## config.mk

```make
export PLATFORM = sky130hd
export DESIGN_NAME = divider_arbiter_flat
export DESIGN_NICKNAME = d
export VERILOG_FILES = /design/src/rtl/divider_arbiter_if.sv /design/src/rtl/divider_arbiter.sv /design/src/flat_wrapper.sv
export SDC_FILE = /design/constraint.sdc
export NUM_CORES = 1
export LEC_CHECK = 0
export CAP_MARGIN = 40
export CELL_PAD_IN_SITES_DETAIL_PLACEMENT = 2
export CELL_PAD_IN_SITES_GLOBAL_PLACEMENT = 2
export CORE_MARGIN = 1
export CORE_UTILIZATION = 24
export DETAILED_ROUTE_END_ITERATION = 12
export HOLD_SLACK_MARGIN = 0.05
export PLACE_DENSITY_LB_ADDON = 0.1
export SYNTH_ARGS = -nofsm -noshare
export SYNTH_HDL_FRONTEND = slang
export SYNTH_SLANG_ARGS = --single-unit
```

## constraint.sdc

```tcl
create_clock -name clk -period 3.8 [get_ports clk]
set_input_delay 0.38 -clock clk [delete_from_list [all_inputs] [get_ports clk]]
set_output_delay 0.38 -clock clk [all_outputs]
set_load 0.02 [all_outputs]
```

## src/rtl/divider_arbiter_if.sv

```systemverilog
// Bundle of requester, response and divider-side signals for divider_arbiter.
// slave is the arbiter's view; master is the environment (requesters plus divider).
interface divider_arbiter_if #(
  parameter int DATA_WIDTH = 32,
  parameter int NUM_REQ    = 2
);
  logic [NUM_REQ-1:0]            req_valid;
  logic [NUM_REQ*DATA_WIDTH-1:0] req_dividend;
  logic [NUM_REQ*DATA_WIDTH-1:0] req_divisor;
  logic [NUM_REQ-1:0]            req_ready;
  logic [NUM_REQ-1:0]            rsp_valid;
  logic [DATA_WIDTH-1:0]         rsp_quotient;
  logic                          rsp_overflow;
  logic                          rsp_timeout;
  logic                          div_start;
  logic [DATA_WIDTH-1:0]         div_dividend;
  logic [DATA_WIDTH-1:0]         div_divisor;
  logic [DATA_WIDTH-1:0]         div_quotient;
  logic                          div_complete;
  logic                          div_overflow;

  modport slave (
    input  req_valid, req_dividend, req_divisor, div_quotient, div_complete, div_overflow,
    output req_ready, rsp_valid, rsp_quotient, rsp_overflow, rsp_timeout,
           div_start, div_dividend, div_divisor
  );

  modport master (
    output req_valid, req_dividend, req_divisor, div_quotient, div_complete, div_overflow,
    input  req_ready, rsp_valid, rsp_quotient, rsp_overflow, rsp_timeout,
           div_start, div_dividend, div_divisor
  );
endinterface

```

## src/rtl/divider_arbiter.sv

```systemverilog
// Round-robin arbiter sharing one multi-cycle divider among NUM_REQ requesters,
// with divide-by-zero short-circuit and a completion watchdog.
module divider_arbiter #(
  parameter int DATA_WIDTH     = 32,
  parameter int NUM_REQ        = 2,
  parameter int TIMEOUT_CYCLES = 64
) (
  input  logic             clk,
  input  logic             rst_n,
  divider_arbiter_if.slave bus
);
  localparam int IDX_W = (NUM_REQ > 1) ? $clog2(NUM_REQ) : 1;
  localparam int WD_W  = $clog2(TIMEOUT_CYCLES + 1);
  localparam logic [IDX_W:0]  NUM_REQ_W = (IDX_W + 1)'(NUM_REQ);
  localparam logic [WD_W-1:0] WD_LIMIT  = WD_W'(TIMEOUT_CYCLES);

  typedef enum logic [1:0] {IDLE, ISSUE, WAIT, RESP} state_t;

  state_t                state_reg, state_next;
  logic [IDX_W-1:0]      rr_ptr_reg, rr_ptr_next;
  logic [IDX_W-1:0]      owner_reg, owner_next;
  logic [WD_W-1:0]       wdog_reg, wdog_next, wdog_inc;
  logic [DATA_WIDTH-1:0] dividend_reg, dividend_next;
  logic [DATA_WIDTH-1:0] divisor_reg, divisor_next;
  logic [DATA_WIDTH-1:0] quot_reg, quot_next;
  logic                  ovf_reg, ovf_next;
  logic                  tmo_reg, tmo_next;
  logic                  div_start_c;

  logic [DATA_WIDTH-1:0] dividend_arr [NUM_REQ];
  logic [DATA_WIDTH-1:0] divisor_arr  [NUM_REQ];
  logic                  grant_found;
  logic [IDX_W-1:0]      grant_idx;
  logic [IDX_W:0]        cand;
  logic [IDX_W:0]        grant_inc;

  generate
    for (genvar gi = 0; gi < NUM_REQ; gi++) begin : g_req
      assign dividend_arr[gi]  = bus.req_dividend[gi*DATA_WIDTH +: DATA_WIDTH];
      assign divisor_arr[gi]   = bus.req_divisor[gi*DATA_WIDTH +: DATA_WIDTH];
      // Gated by rst_n so the acceptance pulse is silent while reset is held.
      assign bus.req_ready[gi] = rst_n && (state_reg == IDLE) && grant_found &&
                                 (grant_idx == IDX_W'(gi));
      assign bus.rsp_valid[gi] = (state_reg == RESP) && (owner_reg == IDX_W'(gi));
    end
  endgenerate

  // Scan from the highest rotation offset down so the lowest offset wins.
  always_comb begin
    grant_found = 1'b0;
    grant_idx   = '0;
    cand        = '0;
    for (int k = NUM_REQ - 1; k >= 0; k--) begin
      cand = {1'b0, rr_ptr_reg} + (IDX_W + 1)'(k);
      if (cand >= NUM_REQ_W) cand = cand - NUM_REQ_W;
      if (bus.req_valid[cand[IDX_W-1:0]]) begin
        grant_found = 1'b1;
        grant_idx   = cand[IDX_W-1:0];
      end
    end
  end

  assign grant_inc = {1'b0, grant_idx} + (IDX_W + 1)'(1);
  assign wdog_inc  = wdog_reg + WD_W'(1);

  always_comb begin
    state_next    = state_reg;
    rr_ptr_next   = rr_ptr_reg;
    owner_next    = owner_reg;
    wdog_next     = wdog_reg;
    dividend_next = dividend_reg;
    divisor_next  = divisor_reg;
    quot_next     = quot_reg;
    ovf_next      = ovf_reg;
    tmo_next      = tmo_reg;
    div_start_c   = 1'b0;
    case (state_reg)
      IDLE: begin
        if (grant_found) begin
          owner_next    = grant_idx;
          dividend_next = dividend_arr[grant_idx];
          divisor_next  = divisor_arr[grant_idx];
          rr_ptr_next   = (grant_inc == NUM_REQ_W) ? '0 : grant_inc[IDX_W-1:0];
          state_next    = ISSUE;
        end
      end
      ISSUE: begin
        if (divisor_reg != '0) begin
          div_start_c = 1'b1;
          wdog_next   = '0;
          state_next  = WAIT;
        end else begin
          quot_next  = '1;
          ovf_next   = 1'b1;
          tmo_next   = 1'b0;
          state_next = RESP;
        end
      end
      WAIT: begin
        if (bus.div_complete) begin
          quot_next  = bus.div_quotient;
          ovf_next   = bus.div_overflow;
          tmo_next   = 1'b0;
          state_next = RESP;
        end else begin
          wdog_next = wdog_inc;
          if (wdog_inc == WD_LIMIT) begin
            quot_next  = '0;
            ovf_next   = 1'b0;
            tmo_next   = 1'b1;
            state_next = RESP;
          end
        end
      end
      RESP:    state_next = IDLE;
      default: state_next = IDLE;
    endcase
  end

  always_ff @(posedge clk or negedge rst_n) begin
    if (!rst_n) begin
      state_reg    <= IDLE;
      rr_ptr_reg   <= '0;
      owner_reg    <= '0;
      wdog_reg     <= '0;
      dividend_reg <= '0;
      divisor_reg  <= '0;
      quot_reg     <= '0;
      ovf_reg      <= 1'b0;
      tmo_reg      <= 1'b0;
    end else begin
      state_reg    <= state_next;
      rr_ptr_reg   <= rr_ptr_next;
      owner_reg    <= owner_next;
      wdog_reg     <= wdog_next;
      dividend_reg <= dividend_next;
      divisor_reg  <= divisor_next;
      quot_reg     <= quot_next;
      ovf_reg      <= ovf_next;
      tmo_reg      <= tmo_next;
    end
  end

  assign bus.div_start    = div_start_c;
  assign bus.div_dividend = dividend_reg;
  assign bus.div_divisor  = divisor_reg;
  assign bus.rsp_quotient = quot_reg;
  assign bus.rsp_overflow = ovf_reg;
  assign bus.rsp_timeout  = tmo_reg;
endmodule
```

## src/flat_wrapper.sv

```systemverilog
// flat-port wrapper written by rule: the top's interface ports become plain ports
module divider_arbiter_flat 
#(
  parameter int DATA_WIDTH     = 32,
  parameter int NUM_REQ        = 2,
  parameter int TIMEOUT_CYCLES = 64
)
  (clk, rst_n, bus_req_valid, bus_req_dividend, bus_req_divisor, bus_div_quotient, bus_div_complete, bus_div_overflow, bus_req_ready, bus_rsp_valid, bus_rsp_quotient, bus_rsp_overflow, bus_rsp_timeout, bus_div_start, bus_div_dividend, bus_div_divisor);
  divider_arbiter_if #(.DATA_WIDTH(DATA_WIDTH), .NUM_REQ(NUM_REQ)) bus_i ();
  input  logic clk;
  input  logic rst_n;
  input wire logic [$bits(bus_i.req_valid)-1:0] bus_req_valid;
  input wire logic [$bits(bus_i.req_dividend)-1:0] bus_req_dividend;
  input wire logic [$bits(bus_i.req_divisor)-1:0] bus_req_divisor;
  input wire logic [$bits(bus_i.div_quotient)-1:0] bus_div_quotient;
  input wire logic [$bits(bus_i.div_complete)-1:0] bus_div_complete;
  input wire logic [$bits(bus_i.div_overflow)-1:0] bus_div_overflow;
  output wire logic [$bits(bus_i.req_ready)-1:0] bus_req_ready;
  output wire logic [$bits(bus_i.rsp_valid)-1:0] bus_rsp_valid;
  output wire logic [$bits(bus_i.rsp_quotient)-1:0] bus_rsp_quotient;
  output wire logic [$bits(bus_i.rsp_overflow)-1:0] bus_rsp_overflow;
  output wire logic [$bits(bus_i.rsp_timeout)-1:0] bus_rsp_timeout;
  output wire logic [$bits(bus_i.div_start)-1:0] bus_div_start;
  output wire logic [$bits(bus_i.div_dividend)-1:0] bus_div_dividend;
  output wire logic [$bits(bus_i.div_divisor)-1:0] bus_div_divisor;
  assign bus_i.req_valid = bus_req_valid;
  assign bus_i.req_dividend = bus_req_dividend;
  assign bus_i.req_divisor = bus_req_divisor;
  assign bus_i.div_quotient = bus_div_quotient;
  assign bus_i.div_complete = bus_div_complete;
  assign bus_i.div_overflow = bus_div_overflow;
  assign bus_req_ready = bus_i.req_ready;
  assign bus_rsp_valid = bus_i.rsp_valid;
  assign bus_rsp_quotient = bus_i.rsp_quotient;
  assign bus_rsp_overflow = bus_i.rsp_overflow;
  assign bus_rsp_timeout = bus_i.rsp_timeout;
  assign bus_div_start = bus_i.div_start;
  assign bus_div_dividend = bus_i.div_dividend;
  assign bus_div_divisor = bus_i.div_divisor;
  divider_arbiter #(.DATA_WIDTH(DATA_WIDTH), .NUM_REQ(NUM_REQ), .TIMEOUT_CYCLES(TIMEOUT_CYCLES)) u_core (.clk(clk), .rst_n(rst_n), .bus(bus_i));
endmodule
```

==> results.ini <==
[drt]
dr.pass1.iters = 7
ant_nets = 0
routed_wl_um = 21000
wl_per_cell_um = 21.1
route.detailed.drc = 0
drt_iter0_markers = 400
vias = 4909
vias_per_cell = 4.92

[clocking]
numCtsBuffers = 9
clkSinkCount = 109
cts_root_buf = clkbuf_16
htreeDepth = 3
clkLatencyLatePin_ns = 0.36
cts_resized = 0
clk_pin_slew_worst_paths_ns = 0.08
cts_tree = built
clockBufferDepth = 2

[global_route]
first_global_vias = 5561
grtUsageTotal_pct = 19.9
grt_overflow = 0
grt_antenna_before_repair = 4
grt_first_pass_wirelength_um = 32700
grt_max_degree = 66

[worst_setup_path]
worstPathMaxFanout = 25
crit_path_start_kind = flip-flop
crit_chain = nor4_1 > nand2_1 > or4_1 > a221oi_4 > buf_12 > mux2_2
cpPeakStageDelay_ns = 0.72
critPathKind = reg -> reg
crit_family = simple AND/OR/NAND/NOR gates
arrival_ns = 3.23
cp-startpoint = u_core.bus.div_divisor[16]
critPathBufInv = 1
worstReg2RegStart = u_core.bus.div_divisor[16]
required_ns = 4.05
crit_path_top_delay_cell = or4_1
cp-end-kind = flip-flop

[pwr]
vdd_drop_max_mv = 0.266
combPwrFrac_pct = 54.7
power_frac_seq_pct = 30.2
p_leak_nw = 3.54
intPower_w = 0.00390
switching_power_w = 0.00274
swShare_pct = 41.2
powerDensity_mw_per_mm2 = 798
power_frac_clock_pct = 15.1
total_power_w = 0.00664

[yosys]
yosys-top-cells-area = dfrtp_1 55%, a222oi_1 13%, mux2_2 6.8%, nand2_1 5.7%, inv_1 5.6%
synth_edf_count = 0
ys.flop_type = dfrtp_1
synth_seq_cells = 109
yosys-top-cells-count = 109 x dfrtp_1, 76 x nand2_1, 74 x inv_1
netlist_instances = 465
synth_area_sq_mm = 0.00500
yosysMostFrequentCell = dfrtp_1
ys_seq_area_share_pct = 54.5
synth_cell_types = 37
synth_top_area_share_pct = 54.5
synth_top_cell_by_area = dfrtp_1
yosysWarnings = 0
avgSynthCellArea_sq_um = 10.8
syn_nets = 636
ys_async_sr_fraction_pct = 100

[timing]
fin_crit_sh_pct = 78.6
setup_tns_ns = 0
setup_viol = 0
finalCriticalPeriod_ns = 2.99
worstMarginPinSlew_ns = 0.777
fin_skew_ns = 0.0122
rsz0062_at_grt = false
max-slew-margin-rel_pct = 48.2
whs_ns = 0.496
slew_violations = 0
hold_viol_final = 0
clock.fmax_mhz = 335

[final_layout]
layout-drive-gt1-share_pct = 8.70
seqCellArea_sq_mm = 0.00273
multi_input_area_sq_mm = 0.00187
final_nets = 890
n_fill_cell = 2134
syn_to_final_growth_pct = 66.3

[status]
status = completed

[worst_hold_path]
hp-class = reg -> reg
hp-start = u_core.bus.rsp_quotient[0]

[floorplanning]
initial_utilization_pct = 24.6
chipHeight_um = 146
die-area_sq_mm = 0.0214
rows = 52
die_x_um = 146
design.core.area_sq_mm = 0.0204
ios = 269

[placed_design]
dp_hpwl_um = 15600
portBuffers = 268
place_congestion = 0.783

[job]
maxCapViolCount = 0

==> layout make-up <==
type	instances	share of cell area [%]
Inverter	74	3.34
Timing Repair Buffer	279	33.5
Clock buffer	9	2.71
Antenna cell	3	0.0902
Clock inverter	7	0.977
Multi-Input combinational cell	246	22.5
Tap cell	270	4.06
Sequential cell	109	32.8
==> worst reg2reg max path, delay by kind of cell (launching register included) <==
kind / cells / cell delay, ns
DFF: 1 / 0.41
and+or+nand+nor: 3 / 1.19
muxes: 1 / 0.37
AOI/OAI and AO/OA: 1 / 0.65
buffers and inverters: 1 / 0.27
==> timing repair <==
action	in CTS	in global routing
hold endpoints to repair	33	0
hold buffers	1	0
buffers inserted	0	0
endpoints found under the setup margin	0	0
==> routing by layer <==
layer / vias up / track usage [%] / part of all wire [%]
li1: 2206 / - / -
met4: 2 / 7.03 / 2.0
met3: 22 / 7.03 / 8.4
met5: - / 0 / 0.052
met2: 181 / 35.0 / 51
met1: 2498 / 22.1 / 38
==> stage by stage <==
step	instance area, sq um	setup slack, ns	instances	util (%)
after global placement	7980	0.810	976	39.2
after floorplan	5000	1.25	465	-
final	8320	0.814	997	40.9
after CTS	8310	0.773	994	40.8
after detailed placement	8000	0.773	977	39.3
after global routing	8320	0.646	996	40.9
==> placed cells by master, fill, tap and decap left out, types with 5 or more instances in the layout <==
master           instances
a222oi_1                64
buf_4                    9
clkbuf_16                9
clkdlybuf4s50_1        267
dfrtp_1                109
ha_1                     5
inv_1                   74
mux2_2                  30
nand2_1                 76
nand3_1                  6
nor4_1                  10
o211ai_1                 7
o21ai_0                  6
==> power groups by stage <==
stage	registers, W	clock network [W]	logic (W)
global route	0.00207	0.00108	0.00390
finish	0.00201	0.00100	0.00363
detailed placement	0.00203	0	0.00368
global placement	0.00198	0	0.00357
floorplan	0.00250	0	0.00149
CTS	0.00201	0.00104	0.00370
==> path summary, 6_finish.rpt <==
| path | cells after the start | to | slack [ns] |
|---|---|---|---|
| min in group asynchronous | 2 | u_core.bus.div_dividend[29] | 0.54 |
| worst min register to register | 1 | u_core.bus.rsp_quotient[0] | 0.50 |
| worst max register to register | 6 | u_core.bus.rsp_quotient[10] | 0.81 |
| max in group asynchronous | 4 | u_core.bus.div_divisor[25] | 2.12 |
| worst max-delay path | 6 | u_core.bus.rsp_quotient[10] | 0.81 |
| worst min-delay path | 1 | u_core.bus.rsp_quotient[0] | 0.50 |
==> logic make-up after synthesis <==
group	count (synthesis)	synth area share, %
buf+inv	110	8.70
simple gates	110	10.0
flops	109	54.5
compound gates	97	17.9
mux	34	7.63
fa+ha+maj	5	1.25
Power figures use the tool's default switching activity.
